--- src/rtl/clock_monitor.sv ---
// clock_monitor
//   Watches NCH asynchronous clocks from the clk domain. Each channel
//   synchronises its netclk, detects rising edges and declares the clock
//   lost after TIMEOUT clk cycles with no edge. A lost clock is declared
//   present again only after RECOVER consecutive edges, each arriving
//   within TIMEOUT of the previous one. Each loss sets a sticky flag that
//   software clears, and the OR of the sticky flags drives irq.
//
// Ports
//   clk          system clock (only clock domain)
//   reset_n      synchronous active-low reset
//   netclk       [NCH] monitored clocks, asynchronous to clk
//   lost_clear   [NCH] write-one-to-clear for lost_sticky
//   no_clock     [NCH] registered, 1 while the channel is lost
//   lost_sticky  [NCH] registered, set on each PRESENT->LOST transition
//   irq          OR of lost_sticky

// Per-channel monitor: synchroniser, edge detect, timeout counter and
// loss/recovery state machine.
module clock_monitor_ch #(
   parameter int TIMEOUT     = 2048,
   parameter int CW          = 12,
   parameter int RECOVER     = 4,
   parameter int SYNC_STAGES = 2
) (
   input  logic clk,
   input  logic reset_n,
   input  logic netclk,
   input  logic lost_clear,
   output logic no_clock,
   output logic lost_sticky
);
   localparam int             RCW       = $clog2(RECOVER) + 1;
   localparam logic [CW-1:0]  CNT_MAX   = CW'(TIMEOUT - 1);
   localparam logic [RCW-1:0] RCNT_LAST = RCW'(RECOVER - 1);

   typedef enum logic [1:0] {PRESENT, LOST, RECOVERING} state_t;

   logic [SYNC_STAGES-1:0] sync;
   logic                   prev;
   logic                   edge_det;
   logic                   tmo;
   logic [CW-1:0]          cnt;
   logic [RCW-1:0]         rcnt;
   state_t                 state;

   assign edge_det = sync[SYNC_STAGES-1] & ~prev;
   assign tmo      = ~edge_det && (cnt == CNT_MAX);

   // Synchroniser, history flop and timeout counter. The counter
   // saturates so a stuck clock keeps tmo asserted instead of wrapping.
   always_ff @(posedge clk) begin
      if (!reset_n) begin
         sync <= '0;
         prev <= 1'b0;
         cnt  <= '0;
      end else begin
         sync <= {sync[SYNC_STAGES-2:0], netclk};
         prev <= sync[SYNC_STAGES-1];
         if (edge_det)
            cnt <= '0;
         else if (cnt != CNT_MAX)
            cnt <= cnt + 1'b1;
      end
   end

   // Loss/recovery FSM. The sticky set is placed after the clear so a
   // loss in the same cycle as a software clear keeps the flag set.
   always_ff @(posedge clk) begin
      if (!reset_n) begin
         state       <= PRESENT;
         rcnt        <= '0;
         no_clock    <= 1'b0;
         lost_sticky <= 1'b0;
      end else begin
         if (lost_clear)
            lost_sticky <= 1'b0;
         case (state)
            PRESENT: begin
               if (tmo) begin
                  state       <= LOST;
                  no_clock    <= 1'b1;
                  lost_sticky <= 1'b1;
               end
            end
            LOST: begin
               if (edge_det) begin
                  if (RECOVER == 1) begin
                     state    <= PRESENT;
                     no_clock <= 1'b0;
                  end else begin
                     state <= RECOVERING;
                     rcnt  <= RCW'(1);
                  end
               end
            end
            RECOVERING: begin
               if (edge_det) begin
                  if (rcnt == RCNT_LAST) begin
                     state    <= PRESENT;
                     no_clock <= 1'b0;
                     rcnt     <= '0;
                  end else begin
                     rcnt <= rcnt + 1'b1;
                  end
               end else if (tmo) begin
                  // Gap during recovery: start over, but this is not a new
                  // loss event, so the sticky flag is left alone.
                  state <= LOST;
                  rcnt  <= '0;
               end
            end
            default: begin
               state    <= PRESENT;
               rcnt     <= '0;
               no_clock <= 1'b0;
            end
         endcase
      end
   end
endmodule

module clock_monitor #(
   parameter int NCH         = 4,
   parameter int TIMEOUT     = 2048,
   parameter int CW          = 12,
   parameter int RECOVER     = 4,
   parameter int SYNC_STAGES = 2
) (
   input  logic           clk,
   input  logic           reset_n,
   input  logic [NCH-1:0] netclk,
   input  logic [NCH-1:0] lost_clear,
   output logic [NCH-1:0] no_clock,
   output logic [NCH-1:0] lost_sticky,
   output logic           irq
);
   for (genvar i = 0; i < NCH; i++) begin : g_ch
      clock_monitor_ch #(
         .TIMEOUT    (TIMEOUT),
         .CW         (CW),
         .RECOVER    (RECOVER),
         .SYNC_STAGES(SYNC_STAGES)
      ) u_ch (
         .clk        (clk),
         .reset_n    (reset_n),
         .netclk     (netclk[i]),
         .lost_clear (lost_clear[i]),
         .no_clock   (no_clock[i]),
         .lost_sticky(lost_sticky[i])
      );
   end

   // Pure OR of flops: irq tracks lost_sticky in the same cycle.
   assign irq = |lost_sticky;
endmodule

--- config.mk ---
export PLATFORM = sky130hd
export DESIGN_NAME = clock_monitor
export DESIGN_NICKNAME = d
export VERILOG_FILES = /design/src/rtl/clock_monitor.sv
export SDC_FILE = /design/constraint.sdc
export NUM_CORES = 1
export LEC_CHECK = 0
export ABC_AREA = 1
export CORE_ASPECT_RATIO = 1.1
export CORE_MARGIN = 2
export CORE_UTILIZATION = 65
export CTS_CLUSTER_DIAMETER = 100
export DETAILED_ROUTE_END_ITERATION = 8
export PLACE_DENSITY = 0.84
export SLEW_MARGIN = 20
export SYNTH_ARGS = -nofsm -noshare
export SYNTH_HDL_FRONTEND = slang
export SYNTH_SLANG_ARGS = --single-unit
--- constraint.sdc ---
create_clock -name clk -period 3.65 [get_ports clk]
set_input_delay 0.73 -clock clk [delete_from_list [all_inputs] [get_ports clk]]
set_output_delay 0.73 -clock clk [all_outputs]
set_load 0.01 [all_outputs]
# Word level (Yosys, flattened, before mapping)
# Cells that the tools add are included.
[totals] ff_bits=88 latch_bits=0 ramBits=0 mem_bits_ro=0 out_inout_bits=9 mem_count=0
[classes] addsub=8 n_mul=0 n_div=0 n_lt_le_gt_ge=0 n_eq_ne=44 shift=0 n_mux=68 n_bitwise=21 n_reduce_logical=25
[op_table] op="$add A12 B1 Y12 const B" count=4
[op_table] op="$eq A12 B11 Y1 const B" count=4
[op_table] op="$mux W3" count=16
[op_table] op="$ne A12 B11 Y1 const B" count=4
[op_table] op="$pmux W3 S3" count=4
[op_table] op="$mux W2" count=16
[op_table] op="$ne A2 B1 Y1 const B" count=16
[op_table] op="$mux W1" count=24
[op_table] op="$pmux W2 S3" count=4
[op_table] op="$not A1 Y1" count=17
[op_table] op="$reduce_and A4 Y1" count=4
[op_table] op="$add A3 B1 Y3 const B" count=4
[op_table] op="$eq A3 B2 Y1 const B" count=4
[op_table] op="$ne A3 B1 Y1 const B" count=4
[op_table] op="$ne A3 B3 Y1 const B" count=4
[op_table] op="$pmux W1 S3" count=4
[op_table] op="$reduce_and A3 Y1" count=4
[op_table] op="$eq A2 B1 Y1 const B" count=4
[op_table] op="$eq A2 B2 Y1 const B" count=4
[op_table] op="$logic_not A2 Y1" count=4
[op_table] op="$reduce_and A2 Y1" count=4
[op_table] op="$reduce_or A2 Y1" count=4
[op_table] op="$and A1 B1 Y1" count=4
[op_table] op="$logic_and A1 B1 Y1" count=4
[op_table] op="$reduce_or A4 Y1" count=1

# Depth between registers and ports, before layout
# Gate-level depths: netlist (run 1).
[logic_depth] word_depth=7 ltp_mapped=11 mapped_depth_nobuf=11

# Hierarchy
# Synthesis (run 1) repeated with hierarchy kept, for this count alone.
[hier_totals] cells_unflattened=667 area_unflattened_um2=4804.6
[by_module_without_submodules] mod="clock_monitor_ch (g_ch[0].u_ch ...)" n_inst=3 cells_each=166 area_per_inst_um2=1202.4
[by_module_without_submodules] mod="clock_monitor_ch (g_ch[3].u_ch)" n_inst=1 cells_each=166 area_per_inst_um2=1186.1
[by_module_without_submodules] mod="clock_monitor" n_inst=1 cells_each=3 area_per_inst_um2=11.3

# Least setup slack after synthesis (run 1)
# No wires, ideal clock.
[synth_timing] path_kind="register to output" from="register g_ch[1].u_ch.lost_sticky" to="output port irq" arrival_time_ns=0.864 t_required_ns=2.920 setup_slack_ns=2.056 path_stages_with_launch=2 n_path_buf=0 cell_sequence="dfxtp_1 or4_1"
[synth_between] elab_chain_len=1
[synth_rtl] element="start, declared" line="31" rtl="output logic lost_sticky"
[synth_rtl] element="start signal, assigned" line="74" rtl="lost_sticky <= 1'b0;"
[synth_rtl] element="start signal, assigned" line="77" rtl="lost_sticky <= 1'b0;"
[synth_rtl] element="start signal, assigned" line="83" rtl="lost_sticky <= 1'b1;"
[synth_rtl] element="$reduce_or A4 Y1" line="155" rtl="assign irq = |lost_sticky;"
[synth_rtl] element="end, declared" line="136" rtl="output logic irq"
# No other way between the ends.

# Worst setup path in the final report (run 1)
# Same ends and word-level chain as after synthesis.

==> out/metrics.cfg, run 1 <==
[clock_tree]
clkTransAtPathRegs_ns=0.08
postCtsHoldBufs=0
cts.sinks=88
clockBufferDepth=2
tritoncts=done
clockRootBuffer=clkbuf_8
clock_latency_ns=0.37
htreeDepth=3
cts_buffers=9
cts_setup_buffers=0
ctsResizeCount=0

[worst_setup_path]
start_kind=register
worst-endpoint-required_ns=2.92
critPathMaxFanout=3
end_kind=output port
rrSetupSlack_ns=2.03
cp.arrival_ns=1.69
worstSetupPathType=register to output port

[sta]
rsz0062_at_grt=no
hold_viol_final=0
setup_violations=0
slew_violations=0
hold_slack_ns=0.425
finalClockSkew_ns=0.00913
fmax_ghz=0.413
max-slew-margin-rel=0.747
period_minus_slack_ns=2.42
fin_crit_sh=0.663
tightest_slew_ns=0.379
tns_ns=0

[placement]
io_buffers=18
hpwl_mm=6.27
routabilityCongestion=0.849
placed_area_sq_um=4840
place_inst=730

[drt]
drt_wl_total_mm=8.68
vias=3872
drtIter0Drc=132
via_per_inst=5.19
drc=0
final_antenna_net_count=0
first_pass_iters=6
avgRoutedWirePerCell_um=11.6

[synthesis]
synth_fp_nets=673
synth_area_sq_um=4630
synthFlopType=dfxtp_1
ys.warnings.count=0
synth-async-reset-ratio=0
post_synth.cell_area_avg_sq_um=7.25
synth_edf_count=0
yosysUniqueCellTypes=40
ys_seq_area_frac=0.380
ys_ff_latch=88
netlist_instances=639

[final_layout]
layout_commonest_cell=nand2_1
nNetsFinal=690
finalInstanceArea_sq_um=5030
drive_gt1_frac=0.0953
syn2layout_area_growth_pct=8.73
fill_cells=563
final_util=0.723
stdcell_count=746
final_cell_mix=nand2_1 (130), inv_1 (103), dfxtp_1 (88), nor2_1 (62), a21oi_1 (42)
diodes=0

[run]
drv_cap=0

[grt]
grt_start_max_net_pins=31
grt_pass1_wl_mm=15.1
gr-total-overflow=0
antenna_found_initial=0
grt_use_total=0.235
grt_pass1_vias=3667

[pwr]
cellLeakagePower_uw=0.00234
power_density_nw_per_um2=344
ir_drop_mv=0.267

[floorplanning]
die_area_sq_um=7820
start_util=0.665
num_rows=32
die_w_um=84.5
ioPinCount=19
die_h_um=92.5
core_sq_um=6970

[worst_hold_path]
hp-class=register to register

[outcome]
status=finished, final reports clean

-- routing by layer --
metal | GRT usage | up-vias | wire [um]
met2 | 0.421 | 57 | 4290
met1 | 0.277 | 1757 | 3950
li1 | - | 2049 | -
met4 | 0.110 | 0 | 119
met3 | 0.0330 | 9 | 314
met5 | 0 | - | 0
-- layout make-up --
cell class	count	area (sq um)	area share
Clock buffer	11	141	0.0281
Clock inverter	5	56.3	0.0112
Inverter	107	403	0.0800
Multi-Input combinational cell	431	2380	0.472
Sequential cell	88	1760	0.350
Tap cell	85	106	0.0211
Timing Repair Buffer	19	188	0.0373
-- stage by stage --
step	total power (uW)	setup WS, ns
final	1730	1.23
after global routing	1790	1.18
after CTS	1740	1.22
after detailed placement	1080	1.53
after global placement	1070	1.58
after floorplan	1050	2.06
-- sequential cells by signal, summed over array words and instances (netlist names) --
signal,count
g_ch.u_ch.rcnt,12
g_ch.u_ch.no_clock,4
g_ch.u_ch.state,8
g_ch.u_ch.lost_sticky,4
g_ch.u_ch.prev,4
g_ch.u_ch.cnt,48
g_ch.u_ch.sync,8
-- report_power, final --
| group | switching [uW] | internal, uW | total [uW] |
|---|---|---|---|
| combinational | 42.1 | 27.6 | 69.7 |
| clock | 343 | 334 | 677 |
| sequential | 11.4 | 975 | 987 |
| total | 397 | 1340 | 1730 |
-- worst max-delay path: stages, from the launching register on --
cell and delay, ns:
dfxtp_1 0.33, or4_1 0.51, clkdlybuf4s50_1 0.49
-- cell usage after synthesis, types with 2 or more instances --
master | count | area [sq um]
nand3_2 | 3 | 30.0
o21ai_1 | 2 | 10.0
dfxtp_1 | 88 | 1760
a21oi_1 | 42 | 210
nand4_1 | 12 | 75.1
xnor2_1 | 9 | 78.8
o21ai_0 | 41 | 205
or2_2 | 5 | 31.3
inv_1 | 103 | 387
buf_1 | 2 | 7.51
nor2_4 | 11 | 124
buf_4 | 8 | 60.1
nand2_1 | 130 | 488
nand2_2 | 9 | 56.3
a211oi_1 | 2 | 15.0
nor2_2 | 6 | 37.5
a31oi_1 | 2 | 12.5
a21boi_0 | 2 | 15.0
nand3_1 | 39 | 195
ha_1 | 24 | 300
nand3_4 | 2 | 35.0
xor2_1 | 8 | 70.1
nand2_4 | 5 | 56.3
nor2_1 | 62 | 233
nor3_1 | 5 | 25.0
inv_2 | 3 | 11.3
-- worst paths after layout --
kind / end / startpoint / depth (start not counted)
min reg2reg: g_ch[0].u_ch.sync[1]$_SDFF_PN0_ / g_ch[0].u_ch.sync[0]$_SDFF_PN0_ / 2
max: irq / g_ch[1].u_ch.lost_sticky$_SDFF_PN0_ / 2
max reg2reg: g_ch[0].u_ch.state[1]$_SDFFE_PN0P_ / g_ch[0].u_ch.cnt[0]$_SDFFE_PP0P_ / 8
min: g_ch[0].u_ch.sync[1]$_SDFF_PN0_ / g_ch[0].u_ch.sync[0]$_SDFF_PN0_ / 2
-- cell families (layout without fill, tap and decap cells) --
| family | Yosys count | in the layout | share of synthesized area |
|---|---|---|---|
| AO/OA/AOI/OAI | 93 | 93 | 0.105 |
| adder cells (fa/ha/maj) | 24 | 24 | 0.0648 |
| AND/OR/NAND/NOR | 297 | 297 | 0.312 |
| flip-flops | 88 | 88 | 0.380 |
| XOR/XNOR | 17 | 17 | 0.0322 |
| buffers and inverters | 120 | 142 | 0.106 |
Power figures use the tool's default switching activity.
==> run 2: changes to the inputs <==
- CORE_UTILIZATION: 65 -> 55
- PLACE_DENSITY: 0.84 -> 0.76
- clock period: 3.65 -> 1.95 ns (I/O delays scaled with it)
==> out/metrics.cfg, run 2 (synthesis gave the netlist of run 1 again) <==
[final_layout]
layout_commonest_cell=nand2_1
top_register=g_ch.u_ch.cnt
nNetsFinal=690
drive_gt1_frac=0.0926
top_regs=g_ch.u_ch.cnt: 48 flops, g_ch.u_ch.rcnt: 12 flops
final_util=0.610
fill_cells=760
finalInstanceArea_sq_um=5040
diodes=0
syn2layout_area_growth_pct=8.94
largest_reg_flops=48
final_cell_mix=nand2_1 (130), inv_1 (103), dfxtp_1 (88), nor2_1 (62), a21oi_1 (42)

[worst_setup_path]
cp_num_buf_inv=1
worst_path_max_delay_cell=or4_1
start_kind=register
worst-endpoint-required_ns=1.56
path_cells=or4_1, clkdlybuf4s15_1
end_kind=output port
slowest_delay_ns=0.54
crit_family=simple AND/OR/NAND/NOR gates
critPathMaxFanout=3
worstSetupPathType=register to output port
cp.arrival_ns=1.46

[floorplanning]
die_w_um=91.5
num_rows=35
die_h_um=100
ioPinCount=19
start_util=0.559
die_area_sq_um=9170
core_sq_um=8280

[drt]
final_antenna_net_count=0
first_pass_iters=5
avgRoutedWirePerCell_um=10.9
drc=0
via_per_inst=5.01
vias=3855
drt_wl_total_mm=8.41
drtIter0Drc=113

[worst_hold_path]
hp-class=register to register

[sta]
tns_ns=0
fmax_ghz=0.540
max-slew-margin-rel=0.756
slew_violations=0
fin_crit_sh=0.950
tightest_slew_ns=0.365
setup_violations=0
rsz0062_at_grt=no
hold_viol_final=0
finalClockSkew_ns=0.0109
period_minus_slack_ns=1.85

[placement]
routabilityCongestion=0.892
io_buffers=18
placed_area_sq_um=4870
hpwl_mm=6.20

[clock_tree]
cts.sinks=88
clockRootBuffer=clkbuf_8
clkTransAtPathRegs_ns=0.09
clockBufferDepth=2
clock_latency_ns=0.34
htreeDepth=3
tritoncts=done
cts_buffers=9
cts_setup_buffers=0

[grt]
grt_pass1_wl_mm=15.0
grt_pass1_vias=3609
antenna_found_initial=0
grt_start_max_net_pins=31
gr-total-overflow=0
grt_use_total=0.195

[outcome]
status=finished, final reports clean

[run]
drv_cap=0

[pwr]
cellLeakagePower_uw=0.00233
power_density_nw_per_um2=625
finalPower_uw=3150
ir_drop_mv=0.367

## run 2: cell types whose count changed in the layout (fill, tap and decap cells not counted)
cell             delta
clkbuf_8            -1
clkdlybuf4s15_1     +1
clkdlybuf4s50_1     -1
clkinv_4            -1
## run 2: worst paths after layout
kind | endpoint | startpoint | cells after the start | slack [ns]
max | irq | g_ch[0].u_ch.lost_sticky$_SDFF_PN0_ | 2 | 0.1
min | g_ch[3].u_ch.sync[1]$_SDFF_PN0_ | g_ch[3].u_ch.sync[0]$_SDFF_PN0_ | 2 | 0.42
max reg2reg | g_ch[0].u_ch.state[1]$_SDFFE_PN0P_ | g_ch[0].u_ch.cnt[0]$_SDFFE_PP0P_ | 8 | 0.33
min reg2reg | g_ch[3].u_ch.sync[1]$_SDFF_PN0_ | g_ch[3].u_ch.sync[0]$_SDFF_PN0_ | 2 | 0.42
## run 2: worst register-to-register path, delay by kind of cell (launching register included)
kind | cells | cell delay (ns)
adder cells (fa/ha/maj) | 1 | 0.21
AO/OA/AOI/OAI | 1 | 0.06
flip-flops | 1 | 0.38
AND/OR/NAND/NOR | 6 | 0.84
## run 2: layout make-up
cell class              count  area (sq um)  area share
clock buffers              10           128      0.0253
multi-input cells         431          2380       0.471
repair buffers             19           188      0.0372
flip-flops and latches     88          1760       0.349
well taps                 111           139      0.0275
inverters                 107           403      0.0799
clock inverters             4          47.5     0.00942
## run 2: repair_timing
item	4_1_cts	5_1_grt
gates resized for setup	1	1
hold endpoints to repair	0	0
endpoints found under the setup margin	1	1
hold buffers	0	0
cloned	0	0
## run 2: power by group
part | total (uW) | internal [uW] | leakage, uW | switching [uW]
logic | 128 | 51.2 | 0.00153 | 76.7
registers | 1850 | 1830 | 0.000713 | 20.4
clock network | 1180 | 575 | 0.0000880 | 605
total | 3150 | 2450 | 0.00233 | 702
## run 2: routing by layer
layer | routed length, um | vias to the layer above | global-route usage
li1 | - | 2039 | -
met5 | 0 | - | 0
met3 | 206 | 15 | 0.0308
met4 | 158 | 0 | 0.0804
met2 | 3920 | 51 | 0.344
met1 | 4120 | 1750 | 0.236
## run 2: per-stage QoR
| step | setup slack (ns) | hold slack, ns | cells |
|---|---|---|---|
| finish | 0.0981 | 0.415 | 770 |
| CTS | 0.0253 | 0.415 | 770 |
| detailed placement | 0.0827 | 0.397 | 756 |
| floorplan | 0.575 | 0.390 | 639 |
| global placement | 0.203 | 0.394 | 756 |
| global route | 0.0302 | 0.439 | 770 |
==> patch (config.mk and constraints of run 1) <==
Change the parameter `NCH` from 4 to 3.
--- a/src/rtl/clock_monitor.sv
+++ b/src/rtl/clock_monitor.sv
@@ -121,7 +121,7 @@
 endmodule
 
 module clock_monitor #(
-   parameter int NCH         = 4,
+   parameter int NCH         = 3,
    parameter int TIMEOUT     = 2048,
    parameter int CW          = 12,
    parameter int RECOVER     = 4,
Interface: changed (resized lost_clear, lost_sticky, netclk and no_clock); port bits go from 19 to 15. No check against the original RTL was run, so the function may have changed too.
==> patch against run 1 <==
  * Core utilization grew 2.3 points
  * Design area decreased by 25%
  * Routed wire length down 28%
  * Combinational power decreased by 28%
  * Setup slack improved by 0.16 ns
  * Sequential cell count shrank 22
  * Total power down 19%
  * Synthesized area is 26% lower
==> patch: results (changes against run 1) <==
| Metric | Value |
|---|---|
| DP Worst Slack | 1.13 ns (-0.409 ns) |
| Fraction of area in multi-input gates | 45.8% (-1.4 points) |
| Detailed Routing Iterations Pass 1 | 4 (-2) |
| Clk_skew | 0.00806 ns (-0.00107 ns) |
| Placed Cells | 539 (-26%) |
| Crit-path slowest cell | clkdlybuf4s50_1 |
| Met2 Routed Length | 3020 um (-30%) |
| Non-clk invs | 80 (-25%) |
| Aggregate global-route resource usage | 23.6% (+0.085 points) |
| Fin cells | 555 (-26%) |
| Overall power | 0.00141 W (-19%) |
| Hold wc startpoint | g_ch[1].u_ch.sync[0] |
| Status | completed |
| Synth cell count leaders | 102 x nand2_1, 75 x inv_1, 66 x dfxtp_1, 45 x nor2_1, 32 x a21oi_1 |
| ClkCell Share | 5.39% (+1.5 points) |
| Starting DRC count in detailed routing | 203 (+54%) |
| Final non-clock buffer share | 3.90% (+0.18 points) |
| Final nets | 518 (-25%) |
| First-pass GRT wire length | 11000 um (-27%) |
| Buffers on Ports | 14 (-4) |
| Post-synth net total | 504 (-25%) |
| Post-Route M1 WL | 2950 um (-25%) |
| Metal3 WL | 206 um (-34%) |
| Compound-Gate Fraction of Synth Area | 11.3% (+0.80 points) |
| Wirelength per Cell | 11.3 um (-3.1%) |
| Seq cells post-synth | 66 (-25%) |
| CP max stage delay | 0.48 ns (-0.03 ns) |
| Worst-Skew Late Latency | 0.35 ns (-0.02 ns) |
| Sequential area share after synthesis | 38.4% (+0.31 points) |
| Biggest regs | g_ch.u_ch.cnt x36, g_ch.u_ch.rcnt x9 |
| Seq pwr share | 52.4% (-4.5 points) |
==> patch: cell types whose count changed in the layout (fill, tap and decap cells not counted), moves of 8 or more <==
cell     change
nand3_1     -11
nor2_1      -17
dfxtp_1     -22
nand2_1     -28
nor2_4       -8
inv_1       -28
o21ai_0     -15
a21oi_1     -10
==> patch: metal layers <==
layer  track usage [%]  vias up
li1                  -     1538
met4              8.91        0
met3              5.65        6
met1              28.9     1328
met5                 0        -
met2              39.7       46
==> patch: stage by stage <==
stage / area, sq um / hold WS [ns]
after floorplan: 3440 / 0.390
after global placement: 3580 / 0.398
after detailed placement: 3580 / 0.415
after CTS: 3780 / 0.432
after global routing: 3780 / 0.434
final: 3780 / 0.428
==> patch: worst register-to-register path, stage by stage, from the launching register on <==
cell	delay (ns)
dfxtp_1	0.40
ha_1	0.19
nand2_1	0.09
nor2_2	0.18
nand2_1	0.12
nor2_2	0.35
nand3_1	0.19
nand3_1	0.11
a21oi_1	0.06
